<file path="config.mk">
export PLATFORM = sky130hd
export DESIGN_NAME = fft_reorder_buffer
export DESIGN_NICKNAME = d
export VERILOG_FILES = /design/src/rtl/fft_reorder_buffer.sv
export SDC_FILE = /design/constraint.sdc
export NUM_CORES = 2
export LEC_CHECK = 0
export CORE_MARGIN = 3
export CORE_UTILIZATION = 40
export DETAILED_ROUTE_END_ITERATION = 7
export SYNTH_ARGS = -nofsm -noshare
export SYNTH_HDL_FRONTEND = slang
export SYNTH_SLANG_ARGS = --single-unit
export TNS_END_PERCENT = 50
</file>
<file path="constraint.sdc">
create_clock -name clk -period 3.2 [get_ports clk]
set_clock_uncertainty 0.15 [all_clocks]
set_input_delay 0.64 -clock clk [delete_from_list [all_inputs] [get_ports clk]]
set_output_delay 0.64 -clock clk [all_outputs]
set_load 0.05 [all_outputs]
</file>
<file path="src/rtl/fft_reorder_buffer.sv">
// Ping-pong frame buffer on the streaming FFT output: reorders bit-reversed bins into
// natural order (or passes them through) with valid/ready on both sides.
module fft_reorder_buffer #(
    parameter int N_POINTS  = 32,
    parameter int DATA_W    = 16,
    parameter int BITREV_EN = 1
) (
    input  logic                        clk,
    input  logic                        reset,
    input  logic                        in_valid,
    output logic                        in_ready,
    input  logic signed [DATA_W-1:0]    in_real,
    input  logic signed [DATA_W-1:0]    in_imag,
    input  logic                        in_last,
    output logic                        out_valid,
    input  logic                        out_ready,
    output logic signed [DATA_W-1:0]    out_real,
    output logic signed [DATA_W-1:0]    out_imag,
    output logic [$clog2(N_POINTS)-1:0] out_index,
    output logic                        out_last,
    output logic                        frame_done,
    output logic                        frame_err
);

    localparam int AW = $clog2(N_POINTS);
    localparam logic [AW-1:0] LAST_CNT = AW'(N_POINTS - 1);

    logic [2*DATA_W-1:0] mem [2][N_POINTS];

    logic          wr_bank;
    logic          rd_bank;
    logic [AW-1:0] wr_cnt;
    logic [AW-1:0] rd_cnt;
    logic [AW-1:0] wr_rev;
    logic [AW-1:0] wr_addr;
    logic [1:0]    full;
    logic [1:0]    full_nxt;
    logic          wr_fire;
    logic          rd_fire;
    logic          wr_end;
    logic          rd_end;

    assign wr_rev = {<<{wr_cnt}};

    always_comb begin
        in_ready  = !full[wr_bank];
        out_valid = full[rd_bank];
        wr_fire   = in_valid && in_ready;
        rd_fire   = out_valid && out_ready;
        wr_end    = (wr_cnt == LAST_CNT);
        rd_end    = (rd_cnt == LAST_CNT);
        wr_addr   = (BITREV_EN != 0) ? wr_rev : wr_cnt;
        out_index = rd_cnt;
        out_last  = out_valid && rd_end;
        {out_real, out_imag} = mem[rd_bank][rd_cnt];
    end

    // Write-close and read-drain always target different banks, so both edits apply.
    always_comb begin
        full_nxt = full;
        if (wr_fire && wr_end) full_nxt[wr_bank] = 1'b1;
        if (rd_fire && rd_end) full_nxt[rd_bank] = 1'b0;
    end

    always_ff @(posedge clk or negedge reset) begin
        if (!reset) begin
            wr_bank    <= 1'b0;
            rd_bank    <= 1'b0;
            wr_cnt     <= '0;
            rd_cnt     <= '0;
            full       <= '0;
            frame_done <= 1'b0;
            frame_err  <= 1'b0;
        end else begin
            full       <= full_nxt;
            frame_done <= rd_fire && rd_end;
            if (wr_fire) begin
                wr_cnt <= wr_end ? '0 : wr_cnt + 1'b1;
                if (wr_end) wr_bank <= !wr_bank;
                if (in_last != wr_end) frame_err <= 1'b1;
            end
            if (rd_fire) begin
                rd_cnt <= rd_end ? '0 : rd_cnt + 1'b1;
                if (rd_end) rd_bank <= !rd_bank;
            end
        end
    end

    // Bank storage is deliberately left out of reset.
    always_ff @(posedge clk) begin
        if (wr_fire) mem[wr_bank][wr_addr] <= {in_real, in_imag};
    end

endmodule

</file>
==> impl_metrics.yaml <==
global_route:
  grt-ovfl-total: 0
  grt_pass1_wl_mm: 293
  grt_max_degree: 65
  grt_antenna_before_repair: 14
  globalRouteTotalUtil_pct: 20.1
  grt_pass1_vias: 39200
power_and_ir_drop:
  finalPower_mw: 62.6
  peakVddDrop_mv: 0.496
  p_leak_nw: 30.6
  pwr_density_cell_mw_per_mm2: 649
clocking:
  clock-sinks: 2064
  root_buffer: "clkbuf_16"
  clkTransAtPathRegs_ns: 0.06
  clock_path_buffers: 3
  clock_latency_ns: 0.85
  cts_tree: "built"
  htreeDepth: 4
  cts_buffers: 200
layout:
  ff_latch_area_mm2: 0.0619
  fin_cells: 6842
  multiInputGateArea_mm2: 0.0177
  fill_cells: 15700
  utilization_pct: 49.1
  syn_to_final_growth_pct: 21.3
  nNetsFinal: 4091
  drive_above_1_share_pct: 37.2
floorplanning:
  die_x_um: 452
  dieArea_mm2: 0.204
  die_h_um: 452
  coreArea_mm2: 0.196
  ios: 79
  rows: 162
  start_util_pct: 40.5
sta:
  slew_headroom_pct: 20.8
  slew_viol_final: 0
  period_needed_ns: 4.27
  setup_viol: 34
  tns_ns: -31.57
  worstMarginPinSlew_ns: 1.19
  fmax_ghz: 0.234
  timing.final.crit_share_pct: 133
  rsz0062_at_grt: "true"
  fin_ws_ns: -1.07
  final-hold-violation-count: 0
synthesis:
  synth_edf_count: 2048
  yosysSeqAreaShare_pct: 77.9
  synthXorXnorAreaFrac_pct: 0.0331
  yosysTopAreaCellShare_pct: 77.4
  yosys.cell_count.top_type: "edfxtp_1"
  yosys-top-cells-count: "edfxtp_1 (2048), mux4_2 (508), mux2i_1 (197), nand2_1 (88), nor2_1 (78)"
  synth-simple-area-share_pct: 1.29
  synth_top_family_by_area: "multiplexers"
  ys_seq_elements: 2064
  synthAdderAreaFrac_pct: 0.142
  synth_top_area_cell: "edfxtp_1"
  synth_mux_area_share_pct: 17.5
  synth-async-reset-ratio_pct: 0.775
  synth_ff_type: "edfxtp_1"
  yosys_warnings: 0
  synth_cell_types: 42
  syn_avg_cell_area_um2: 23.0
  synth_compound_area_share_pct: 1.81
  syn-instance-count: 3456
  syn_nets: 3502
  syn-cell-area_mm2: 0.0795
  synth.area.top_cells: "edfxtp_1 (77%), mux4_2 (14%), mux2i_1 (2.5%), mux2_2 (0.61%), buf_4 (0.58%)"
detailed_routing:
  vias: 38900
  drt_iter0_markers: 3801
  dr.pass1.iters: 7
  vias_per_cell: 5.68
  drc_errors: 0
  ant_nets: 0
  wirelength_mm: 206
  wl_per_cell_um: 30.1
setup_path:
  path_class: "flip-flop to primary output"
  crit_required_ns: 2.41
  cp-end-kind: "primary output"
  crit_path_start_kind: "flip-flop"
  path_max_fanout: 6
  crit_arrival_ns: 3.48
status:
  outcome: "complete, but fails checks"
  violations: "negative setup slack"
job:
  maxCapViolCount: 0
place:
  io_buffers: 78
  gp_congestion: 0.787
  post-place-ws_ns: -0.482
  hpwl_mm: 123
  dp.cells: 6417
min_path:
  min_path_type: "primary input to asynchronous set/reset pin"
==> state kept, by name, indices dropped and copies added (netlist names) <==
name        count
full            2
wr_bank         1
frame_err       1
wr_cnt          5
mem          2048
out_index       5
rd_bank         1
frame_done      1
==> per-stage QoR <==
step	hold WS, ns	cell area (um2)
3_3_place_gp	0.317	88600
5_1_grt	0.100	96400
4_1_cts	0.0782	95500
6_report	0.119	96400
3_5_place_dp	0.332	88600
2_1_floorplan	0.194	79800
==> per-layer routing <==
layer | share of wire (%) | up-vias | global-route usage, %
met3 | 6.8 | 245 | 3.50
met5 | 0.044 | - | 0
met4 | 1.8 | 14 | 4.27
met1 | 41 | 21200 | 27.7
met2 | 51 | 1457 | 33.6
li1 | - | 15900 | -
==> cells by family (layout without fill, tap and decap cells) <==
logic type / count (synthesis) / in the layout
flops: 2064 / 2064
mux: 748 / 748
simple gates: 236 / 236
compound gates: 203 / 203
buf+inv: 193 / 948
fa+ha+maj: 9 / 9
xor+xnor: 3 / 3
other cells: 0 / 7
==> what timing repair did <==
item | 4_1_cts | 5_1_grt
gates cloned | 2 | 5
pin swaps | 2 | 36
setup buffers | 2 | 42
resized for setup | 78 | 91
hold buffers | 0 | 0
setup endpoints to repair | 39 | 34
==> path summary, 6_finish.rpt <==
kind,to,from,slack (ns),cells after the start
setup / recovery,out_real[9],rd_bank$_DFFE_PN0P_,-1.07,9
hold / removal,rd_bank$_DFFE_PN0P_,reset,0.12,1
setup reg to reg,rd_bank$_DFFE_PN0P_,rd_bank$_DFFE_PN0P_,0.68,7
hold reg to reg,frame_err$_DFFE_PN0P_,frame_err$_DFFE_PN0P_,0.33,1
max in group asynchronous,out_index[2]$_DFFE_PN0N_,reset,2.18,1
min in group clk,mem[0][923]$_DFFE_PP_,in_real[11],0.15,2
==> critical path: stages, from the launching register on <==
cell and delay [ns]:
dfrtp_4 0.53, buf_12 0.16, buf_16 0.15, buf_12 0.13, mux4_2 0.43, mux4_2 0.53, a32oi_1 0.19, buf_4 0.22
nor3_4 0.09, buf_6 0.18
==> layout make-up <==
type / instances / share of cell area, %
diodes: 7 / 0.0182
clock buffers: 248 / 5.44
clock inverters: 120 / 1.28
inverters: 6 / 0.0234
multi-input cells: 1199 / 18.4
flip-flops and latches: 2064 / 64.2
well taps: 2624 / 3.41
repair buffers: 574 / 7.24
==> cell usage in the layout (no fill, tap or decap), types with 10 or more instances in the layout <==
master	n
buf_2	32
buf_6	48
mux2i_2	16
mux2_2	42
clkinv_2	39
dfrtp_1	11
bufinv_16	18
nor2b_1	23
a22oi_1	44
nor2_1	12
a211oi_1	11
a22oi_2	13
clkinv_1	41
a21oi_1	17
nand2_1	85
o211ai_1	15
buf_4	285
mux2i_1	177
a21oi_4	17
nor2_4	65
mux4_2	508
clkbuf_1	44
buf_12	178
edfxtp_1	2048
a211o_1	20
clkbuf_16	207
o22ai_1	10
==> power by group <==
| group | total, mW | leakage (nW) | switching [mW] | internal (mW) |
|---|---|---|---|---|
| sequential | 30.8 | 18.6 | 0.219 | 30.6 |
| clock | 23.3 | 3.15 | 10.1 | 13.2 |
| combinational | 8.54 | 8.86 | 5.05 | 3.48 |
| total | 62.6 | 30.6 | 15.4 | 47.2 |
Power figures use the tool's default switching activity.
